<file path="src/rtl/lsu_resp_tracker_pkg.sv">
// Shared types for the LSU response tracker: capability receive states,
// the main response FSM encoding and the split-access detector.
package lsu_resp_tracker_pkg;

    typedef enum logic [1:0] {
        CRX_IDLE       = 2'd0,
        CRX_WAIT_RESP1 = 2'd1,
        CRX_WAIT_RESP2 = 2'd2
    } cap_rx_fsm_t;

    typedef enum logic [1:0] {
        IDLE       = 2'd0,
        WAIT_FIRST = 2'd1,
        WAIT_LAST  = 2'd2,
        FAULT      = 2'd3
    } lsu_resp_fsm_e;

    localparam logic [1:0] TYPE_WORD = 2'b00;
    localparam logic [1:0] TYPE_HALF = 2'b01;

    // A transaction needs two bus beats when it crosses a word boundary
    // or when it moves a capability (always two aligned words).
    function automatic logic is_split_access(input logic [1:0] req_type,
                                             input logic [1:0] offset,
                                             input logic       is_cap);
        logic split;
        split = 1'b0;
        if (is_cap) begin
            split = 1'b1;
        end else if (req_type == TYPE_WORD) begin
            split = (offset != 2'b00);
        end else if (req_type == TYPE_HALF) begin
            split = (offset == 2'b11);
        end
        return split;
    endfunction

endpackage

</file>
<file path="src/rtl/lsu_resp_tracker_beat_counter.sv">
// Up/down counter of granted-but-unanswered bus beats.
module lsu_resp_tracker_beat_counter #(
    parameter int unsigned MaxCount = 2
) (
    input  logic       clk_i,
    input  logic       rst_i,
    input  logic       inc_i,
    input  logic       dec_i,
    output logic [1:0] count_o
);

    localparam logic [1:0] MaxCountQ = 2'(MaxCount);

    logic [1:0] count_q;

    always_ff @(posedge clk_i or posedge rst_i) begin
        if (rst_i) begin
            count_q <= 2'd0;
        end else begin
            case ({inc_i, dec_i})
                2'b10:   count_q <= count_q + 2'd1;
                2'b01:   count_q <= count_q - 2'd1;
                default: count_q <= count_q;
            endcase
        end
    end

    assign count_o = count_q;

    // A response with nothing outstanding, or a grant beyond the bus limit,
    // means the requester broke the protocol.
    overflow_a : assert property (@(posedge clk_i) disable iff (rst_i)
        !(inc_i && !dec_i && (count_q >= MaxCountQ)));

    underflow_a : assert property (@(posedge clk_i) disable iff (rst_i)
        !(dec_i && !inc_i && (count_q == 2'd0)));

endmodule

</file>
<file path="src/rtl/lsu_resp_tracker.sv">
// Request-side bookkeeping for the CHERIoT LSU: latches transaction attributes,
// first-beat data and capability state, and flags transaction completion.
module lsu_resp_tracker
    import lsu_resp_tracker_pkg::*;
#(
    parameter bit          CHERIoTEn      = 1'b1,
    parameter int unsigned MaxOutstanding = 2
) (
    input  logic        clk_i,
    input  logic        rst_i,
    input  logic        cheri_pmode_i,
    input  logic        req_fire_i,
    input  logic        req_we_i,
    input  logic [1:0]  req_type_i,
    input  logic        req_sign_ext_i,
    input  logic [1:0]  req_offset_i,
    input  logic        req_is_cap_i,
    input  logic [3:0]  req_lc_clrperm_i,
    input  logic        req_pmp_err_i,
    input  logic        req_cheri_err_i,
    input  logic        data_rvalid_i,
    input  logic        data_err_i,
    input  logic [32:0] data_rdata_i,
    output logic [23:0] rdata_q,
    output logic [1:0]  rdata_offset_q,
    output logic [1:0]  data_type_q,
    output logic        data_sign_ext_q,
    output logic        data_we_q,
    output logic        resp_is_cap_q,
    output logic [3:0]  resp_lc_clrperm_q,
    output logic        pmp_err_q,
    output logic        cheri_err_q,
    output logic        lsu_err_q,
    output cap_rx_fsm_t cap_rx_fsm_q,
    output logic [32:0] cap_lsw_q,
    output logic        cap_lsw_err_q,
    output logic        outstanding_resp_q,
    output logic        resp_valid_o,
    output logic        busy_o
);

    lsu_resp_fsm_e state_q, state_d;

    logic       req_fault;
    logic       req_cap;
    logic       first_fire;
    logic       first_rvalid;
    logic [1:0] beat_count;

    // Capability accesses only exist in pure-cap mode with CHERIoT enabled.
    assign req_cap      = CHERIoTEn & cheri_pmode_i & req_is_cap_i;
    assign req_fault    = req_pmp_err_i | req_cheri_err_i;
    assign first_fire   = req_fire_i & (state_q == IDLE);
    assign first_rvalid = data_rvalid_i & (state_q == WAIT_FIRST);

    lsu_resp_tracker_beat_counter #(
        .MaxCount (MaxOutstanding)
    ) u_beat_counter (
        .clk_i   (clk_i),
        .rst_i   (rst_i),
        .inc_i   (req_fire_i & ~req_fault),
        .dec_i   (data_rvalid_i),
        .count_o (beat_count)
    );

    assign outstanding_resp_q = (beat_count != 2'd0);
    assign busy_o             = (state_q != IDLE);

    always_ff @(posedge clk_i or posedge rst_i) begin
        if (rst_i) begin
            state_q <= IDLE;
        end else begin
            state_q <= state_d;
        end
    end

    always_comb begin
        state_d      = state_q;
        resp_valid_o = 1'b0;
        case (state_q)
            IDLE: begin
                if (req_fire_i) begin
                    if (req_fault) begin
                        state_d = FAULT;
                    end else if (is_split_access(req_type_i, req_offset_i, req_cap)) begin
                        state_d = WAIT_FIRST;
                    end else begin
                        state_d = WAIT_LAST;
                    end
                end
            end
            WAIT_FIRST: begin
                if (data_rvalid_i) begin
                    state_d = WAIT_LAST;
                end
            end
            WAIT_LAST: begin
                if (data_rvalid_i) begin
                    resp_valid_o = 1'b1;
                    state_d      = IDLE;
                end
            end
            FAULT: begin
                resp_valid_o = 1'b1;
                state_d      = IDLE;
            end
            default: state_d = IDLE;
        endcase
    end

    // Attributes are captured only on the first beat; later grants of the
    // same transaction must not disturb what the datapath is consuming.
    always_ff @(posedge clk_i or posedge rst_i) begin
        if (rst_i) begin
            rdata_offset_q    <= 2'b00;
            data_type_q       <= 2'b00;
            data_sign_ext_q   <= 1'b0;
            data_we_q         <= 1'b0;
            resp_is_cap_q     <= 1'b0;
            resp_lc_clrperm_q <= 4'h0;
            pmp_err_q         <= 1'b0;
            cheri_err_q       <= 1'b0;
        end else if (first_fire) begin
            rdata_offset_q    <= req_offset_i;
            data_type_q       <= req_type_i;
            data_sign_ext_q   <= req_sign_ext_i;
            data_we_q         <= req_we_i;
            resp_is_cap_q     <= req_cap;
            resp_lc_clrperm_q <= req_lc_clrperm_i;
            pmp_err_q         <= req_pmp_err_i;
            cheri_err_q       <= req_cheri_err_i;
        end
    end

    always_ff @(posedge clk_i or posedge rst_i) begin
        if (rst_i) begin
            rdata_q       <= 24'h0;
            lsu_err_q     <= 1'b0;
            cap_lsw_q     <= 33'h0;
            cap_lsw_err_q <= 1'b0;
        end else if (first_fire) begin
            lsu_err_q <= 1'b0;
        end else if (first_rvalid) begin
            rdata_q   <= data_rdata_i[31:8];
            lsu_err_q <= data_err_i;
            if (resp_is_cap_q) begin
                cap_lsw_q     <= data_rdata_i;
                cap_lsw_err_q <= data_err_i;
            end
        end
    end

    always_ff @(posedge clk_i or posedge rst_i) begin
        if (rst_i) begin
            cap_rx_fsm_q <= CRX_IDLE;
        end else begin
            case (cap_rx_fsm_q)
                CRX_IDLE: begin
                    if (first_fire && req_cap && !req_fault) begin
                        cap_rx_fsm_q <= CRX_WAIT_RESP1;
                    end
                end
                CRX_WAIT_RESP1: begin
                    if (data_rvalid_i) begin
                        cap_rx_fsm_q <= CRX_WAIT_RESP2;
                    end
                end
                CRX_WAIT_RESP2: begin
                    if (data_rvalid_i) begin
                        cap_rx_fsm_q <= CRX_IDLE;
                    end
                end
                default: cap_rx_fsm_q <= CRX_IDLE;
            endcase
        end
    end

endmodule
</file>
<file path="config.mk">
export PLATFORM = sky130hd
export DESIGN_NAME = lsu_resp_tracker
export DESIGN_NICKNAME = d
export VERILOG_FILES = /design/src/rtl/lsu_resp_tracker_pkg.sv /design/src/rtl/lsu_resp_tracker_beat_counter.sv /design/src/rtl/lsu_resp_tracker.sv
export SDC_FILE = /design/constraint.sdc
export NUM_CORES = 1
export LEC_CHECK = 0
export ABC_AREA = 1
export CAP_MARGIN = 20
export CORE_ASPECT_RATIO = 2
export CORE_UTILIZATION = 41
export DETAILED_ROUTE_END_ITERATION = 7
export PLACE_DENSITY = 0.77
export SLEW_MARGIN = 30
export SYNTH_ARGS = -nofsm -noshare
export SYNTH_HDL_FRONTEND = slang
export SYNTH_SLANG_ARGS = --single-unit
</file>
<file path="constraint.sdc">
create_clock -name clk_i -period 2.5 [get_ports clk_i]
set_input_delay 0.375 -clock clk_i [delete_from_list [all_inputs] [get_ports clk_i]]
set_output_delay 0.375 -clock clk_i [all_outputs]
set_load 0.05 [all_outputs]
</file>
==> impl_metrics.csv, run 1 <==
group,metric,value,unit
floorplan,floorplan.die.width,63.2,um
yosys,synthesis.instances,326,
floorplan,initial_utilization,42.3,%
grt,grt_usage,20.8,%
yosys,synth_top_cell_area_share,63.5,%
power_and_ir_drop,power.static_leakage,0.00228,uW
cells_and_area,antenna_cells_inserted,0,
clock_network,cts-hold-fix-buffers,0,
clock_network,clock-root-buffer,"sky130_fd_sc_hd__clkbuf_16",
detailed_routing,drcViolationCount,0,
detailed_routing,detail_route.first_pass.iterations,6,
critical_path,crit_fanout,5,
clock_network,numCtsBuffers,9,
detailed_routing,routed_wl,7500,um
timing,total_negative_setup_slacks,0,ps
clock_network,clock_insertion_delay_at_the_later_pin_of_the_skew_report,330,ps
clock_network,clock-sinks,78,
yosys,synthesis.yosys.warnings,0,
placement,gp_congestion,0.807,
placement,numPortBuffers,128,
timing,max_freq,0.471,GHz
clock_network,clockBufferDepth,2,
timing,worst_slew_pin_slew,638,ps
clock_network,cts_post_setup_buffers_inserted,0,
timing,worst_slew_margin,57.4,%
yosys,post_synthesis_sequential_area_ratio,63.5,%
cells_and_area,drive_gt1_share,6.75,%
yosys,synth.net_count,379,
detailed_routing,vias_per_cell,4.70,
floorplan,core_region_area,7270,um2
timing,fin_worst_setup_slack,378,ps
placement,place_area,4460,um2
timing,slew_violations,0,
yosys,synth.largest_area_cell,"sky130_fd_sc_hd__dfrtp_1",
timing,period_share,84.9,%
detailed_routing,detailedRoute.firstIterationViolations,116,
clock_network,cts_repair_resize_count,0,
clock_network,tritoncts,"yes",
power_and_ir_drop,p_per_area,1530,nW/um2
timing,finalSetupViolations,0,
yosys,avgSynthCellArea,9.43,um2
clock_network,ctsHtreeMaxLevel,3,
grt,global_route_wire_length_before_repair,12500,um
grt,antenna_found_initial,0,
grt,grt_max_degree,69,
yosys,yosysUniqueCellTypes,21,
yosys,largest_cells_by_area_after_synthesis,"sky130_fd_sc_hd__dfrtp_1 (64%), sky130_fd_sc_hd__nand2_1 (14%), sky130_fd_sc_hd__o21ai_0 (6.5%)",
run,timing.max_cap.violations,0,
yosys,syn-cell-area,3070,um2
critical_path,type_of_origin_of_the_critical_path,"flip-flop",
timing,rsz0062_at_grt,"no",
detailed_routing,antenna_violating_nets_post_route,0,
critical_path,timing.setup.critical_path_class,"flip-flop to primary output",
critical_path,critPathArrivalTime,1750,ps
floorplan,design.die.area,7870,um2
floorplan,fp_rows,44,
placement,dpl.hpwl,5490,um
timing,whs,433,ps
cells_and_area,nets,508,
cells_and_area,layout_overhead_on_the_synthesized_area,54.0,%
cells_and_area,design_area,4730,um2
timing,post-route-min-period,2120,ps
grt,grt_pass1_vias,2624,
power_and_ir_drop,vdd_ir_drop_max,0.000747,V
detailed_routing,post_drt_wl_per_cell,13.6,um
placement,placement.setup.worst_slack,586,ps
clock_network,clock_transition_at_path_regs,60,ps
timing,report.final.hold_viol_count,0,
critical_path,worstSetupEndpointType,"primary output",
detailed_routing,via_count,2588,
floorplan,design.portCount,129,
floorplan,dieHeight,124,um
grt,grt.overflow.total,0,
yosys,yosys_register_bits,78,
critical_path,timing.critical_path.required,2120,ps
timing,timing.clock.skew,6.12,ps
hold_path,hold_path_class,"input pin to asynchronous set/reset pin",
outcome,outcome,"finished clean",
[report_power, final]
group	internal (uW)	switching, uW
clock network	718	467
registers	1810	325
logic	1270	2650
[state kept, by name, summed over array words and instances (netlist names), 2 cells and up]
name / cells
cap_lsw_q: 33
cap_rx_fsm_q: 2
data_type_q: 2
rdata_offset_q: 2
rdata_q: 24
resp_lc_clrperm_q: 4
state_q: 2
u_beat_counter.count_o: 2
[cell families (layout without fill, tap and decap cells)]
family	Yosys count	after routing	share of synthesized area (%)
and+or+nand+nor	127	127	16.6
DFF	78	78	63.5
AOI/OAI and AO/OA	64	64	11.1
buffers and inverters	54	187	7.86
xor gates and xnor gates	2	2	0.570
adders and majority gates	1	1	0.407
[worst max-delay path, cell delays in order (launching register included)]
cell and delay [ps]:
sky130_fd_sc_hd__dfrtp_1 470, sky130_fd_sc_hd__inv_2 90, sky130_fd_sc_hd__nand2_1 70, sky130_fd_sc_hd__clkdlybuf4s50_1 790
[area by class of cell]
cell class	instances	area [um2]
Inverter	40	151
Sequential cell	78	1950
Clock inverter	3	20.0
Clock buffer	12	256
Multi-Input combinational cell	194	880
Tap cell	92	115
Fill cell	609	2530
Timing Repair Buffer	132	1360
[routing by layer]
layer	vias to the layer above	GRT usage (%)	share of wire (%)	wire length, um
met3	22	4.40	3.5	264
met2	81	35.5	54	4050
li1	1272	-	-	-
met1	1213	22.9	39	2910
met5	-	0	0	0
met4	0	12.8	3.7	275
[through the flow]
step	power, uW	std cells	utilization, %
after floorplan	4660	326	-
after global placement	6010	536	61.3
after detailed placement	6090	536	61.3
after CTS	7310	551	65.1
after global routing	7600	551	65.1
final	7240	551	65.1
[worst paths after layout]
kind                                        endpoint  cells past startpoint                 startpoint  slack (ps)
setup / recovery                              busy_o                      3                 state_q[0]         380
hold / removal                          cap_lsw_q[8]                      2                      rst_i         430
setup reg to reg                resp_lc_clrperm_q[0]                      5                 state_q[0]        1050
hold reg to reg            u_beat_counter.count_o[1]                      1  u_beat_counter.count_o[1]         470
min in group clk_i         u_beat_counter.count_o[1]                      1  u_beat_counter.count_o[1]         470
max in group asynchronous                rdata_q[12]                      3                      rst_i        1440
[placed cells by master, fill, tap and decap left out, drive strengths merged]
cell,count
nor3,1
clkinvlp,2
clkinv,2
a21oi,2
nor2,5
dfrtp,78
clkdlybuf4s50,127
nand3,8
clkbuf,12
nand2,111
nand4,1
or2,1
buf,5
xnor2,2
o21ai,60
o31ai,2
ha,1
inv,39
[synth_stat cells (all sizes together)]
master and count:
nor2 5, a21oi 2, o21ai 60, nand4 1, buf 9, dfrtp 78, inv 40, o31ai 2
nand3 8, ha 1, clkbuf 5, nor3 1, xnor2 2, nand2 111, or2 1
Note: power is estimated with default switching activity, not from simulation.
==> run 2: changes to the inputs <==
==> constraint.sdc (replaced) <==
create_clock -name clk_i -period 2.1 [get_ports clk_i]
set_input_delay 0.315 -clock clk_i [delete_from_list [all_inputs] [get_ports clk_i]]
set_output_delay 0.315 -clock clk_i [all_outputs]
set_load 0.05 [all_outputs]
==> run 2 against run 1 <==
  * Worst setup slack worse by 320 ps
  * Sequential cell count is the same
  * First-iteration DRC count decreased by 1.7%
  * Sequential power grew 19%
  * Critical path depth is the same
  * Utilization is 0.24 points lower
  * Hold slack better by 6.0 ps
  * Die area is the same
  * Register-to-register slack worse by 250 ps
  * Combinational power increased by 19%
  * Count of clock-buffer cells in the layout increased by 2
  * Via count decreased by 0.97%
  * Critical path type unchanged
  * Critical endpoint unchanged
==> impl_metrics.csv, run 2 (synthesis gave the netlist of run 1 again) <==
group,metric,value,unit
outcome,outcome,"finished clean",
clock_network,ctsHtreeMaxLevel,3,
cells_and_area,layout.cells.non_filler,551,
timing,max_freq,0.489,GHz
placement,gp_congestion,0.800,
hold_path,hold_path_class,"input pin to asynchronous set/reset pin",
timing,report.final.hold_viol_count,0,
floorplan,design.portCount,129,
cells_and_area,area_taken_by_multi_input_logic_gates,880,um2
floorplan,dieHeight,124,um
timing,worst_slew_pin_slew,550,ps
clock_network,cts_post_setup_buffers_inserted,0,
floorplan,core_region_area,7270,um2
detailed_routing,antenna_violating_nets_post_route,0,
cells_and_area,final_common_cell,"sky130_fd_sc_hd__clkdlybuf4s50_1",
cells_and_area,layout.area.seq,1950,um2
clock_network,cts-hold-fix-buffers,0,
power_and_ir_drop,p_per_area,1820,nW/um2
cells_and_area,most_frequent_cells_in_the_layout,"sky130_fd_sc_hd__clkdlybuf4s50_1 (127), sky130_fd_sc_hd__nand2_1 (111), sky130_fd_sc_hd__dfrtp_1 (78), sky130_fd_sc_hd__o21ai_0 (40), sky130_fd_sc_hd__inv_1 (36)",
critical_path,critical_path.startpoint,"state_q[0]",
timing,period_share,97.3,%
timing,slew_violations,0,
grt,global_route_wire_length_before_repair,12200,um
timing,rsz0062_at_grt,"no",
critical_path,origin_of_the_critical_flop_to_flop_path,"state_q[0]",
grt,grt_pass1_vias,2586,
clock_network,clock_transition_at_path_regs,50,ps
detailed_routing,routed_wl,7470,um
critical_path,type_of_origin_of_the_critical_path,"flip-flop",
clock_network,cts_repair_resize_count,0,
clock_network,clockBufferDepth,2,
floorplan,fp_rows,44,
cells_and_area,largest_registers,"cap_lsw_q (33), rdata_q (24), resp_lc_clrperm_q (4)",
grt,grt_max_degree,79,
placement,dpl.hpwl,5350,um
detailed_routing,vias_per_cell,4.65,
grt,antenna_found_initial,0,
timing,worst_slew_margin,63.2,%
timing,total_negative_setup_slacks,0,ps
detailed_routing,post_drt_wl_per_cell,13.6,um
power_and_ir_drop,power.static_leakage,0.00227,uW
cells_and_area,largest-register,"cap_lsw_q",
cells_and_area,design_area,4720,um2
timing,finalSetupViolations,0,
detailed_routing,drcViolationCount,0,
floorplan,floorplan.die.width,63.2,um
cells_and_area,layout_overhead_on_the_synthesized_area,53.5,%
timing,timing.clock.skew,5.11,ps
grt,grt_usage,20.5,%
critical_path,timing.critical_path.required,1780,ps
critical_path,crit_fanout,5,
detailed_routing,via_count,2563,
grt,grt.overflow.total,0,
timing,whs,439,ps
floorplan,initial_utilization,42.3,%
clock_network,clock_insertion_delay_at_the_later_pin_of_the_skew_report,330,ps
cells_and_area,nets,508,
clock_network,tritoncts,"yes",
detailed_routing,detailedRoute.firstIterationViolations,114,
power_and_ir_drop,vdd_ir_drop_max,0.00118,V
clock_network,clock-root-buffer,"sky130_fd_sc_hd__clkbuf_16",
cells_and_area,largest_register_ffs,33,
floorplan,design.die.area,7870,um2
cells_and_area,antenna_cells_inserted,0,
timing,post-route-min-period,2040,ps
run,timing.max_cap.violations,0,
placement,numPlacedInstances,536,
critical_path,timing.setup.critical_path_class,"flip-flop to primary output",
cells_and_area,layout.filler_cells,621,
clock_network,numCtsBuffers,9,
critical_path,critPathArrivalTime,1730,ps
critical_path,worstSetupEndpointType,"primary output",
detailed_routing,detail_route.first_pass.iterations,4,
placement,numPortBuffers,128,
clock_network,clock-sinks,78,
placement,place_area,4450,um2
cells_and_area,drive_gt1_share,6.32,%
[run 2: changes by cell type in the layout (fill, tap and decap cells not counted), sizes merged]
| cell | change |
|---|---|
| clkinv | -1 |
| clkbuf | +2 |
| clkinvlp | -1 |
[run 2: power breakdown]
part / internal [uW] / leakage (uW) / switching [uW]
registers: 2160 / 0.000994 / 382
logic: 1500 / 0.00115 / 3160
clock network: 856 / 0.000133 / 532
[run 2: path summary, 6_finish.rpt]
check | cells past startpoint | slack [ps] | endpoint
worst min register to register | 2 | 480 | rdata_q[6]
min in group clk_i | 2 | 480 | rdata_q[6]
max in group asynchronous | 3 | 1330 | cap_lsw_q[22]
worst min-delay path | 3 | 440 | cap_lsw_q[8]
worst max register to register | 4 | 800 | lsu_err_q
worst max-delay path | 3 | 60 | busy_o
[run 2: per-stage QoR]
step	setup slack, ps	utilization, %	total power [uW]
after CTS	45.5	64.9	8660
after floorplan	533	-	5550
after global placement	259	61.2	7150
final	57.0	64.9	8580
after detailed placement	215	61.2	7240
after global routing	3.55	64.9	9010
[run 2: routing by layer]
layer,wire [um],vias up,part of all wire [%],global-route usage [%]
li1,-,1274,-,-
met1,2880,1200,39,22.2
met2,4080,74,55,36.0
met3,298,15,4.0,4.85
met4,210,0,2.8,11.1
met5,0,-,0,0
[run 2: layout make-up]
class,instances,share of cell area [%]
flip-flops and latches,78,41.4
multi-input cells,194,18.7
clock buffers,14,5.60
clock inverters,1,0.106
repair buffers,132,28.5
well taps,92,2.44
inverters,40,3.26
[run 2: worst max-delay path, cell delays in order, from the launching register on]
cell and delay, ps:
sky130_fd_sc_hd__dfrtp_1 460, sky130_fd_sc_hd__inv_2 90, sky130_fd_sc_hd__nand2_1 70, sky130_fd_sc_hd__clkdlybuf4s50_1 790
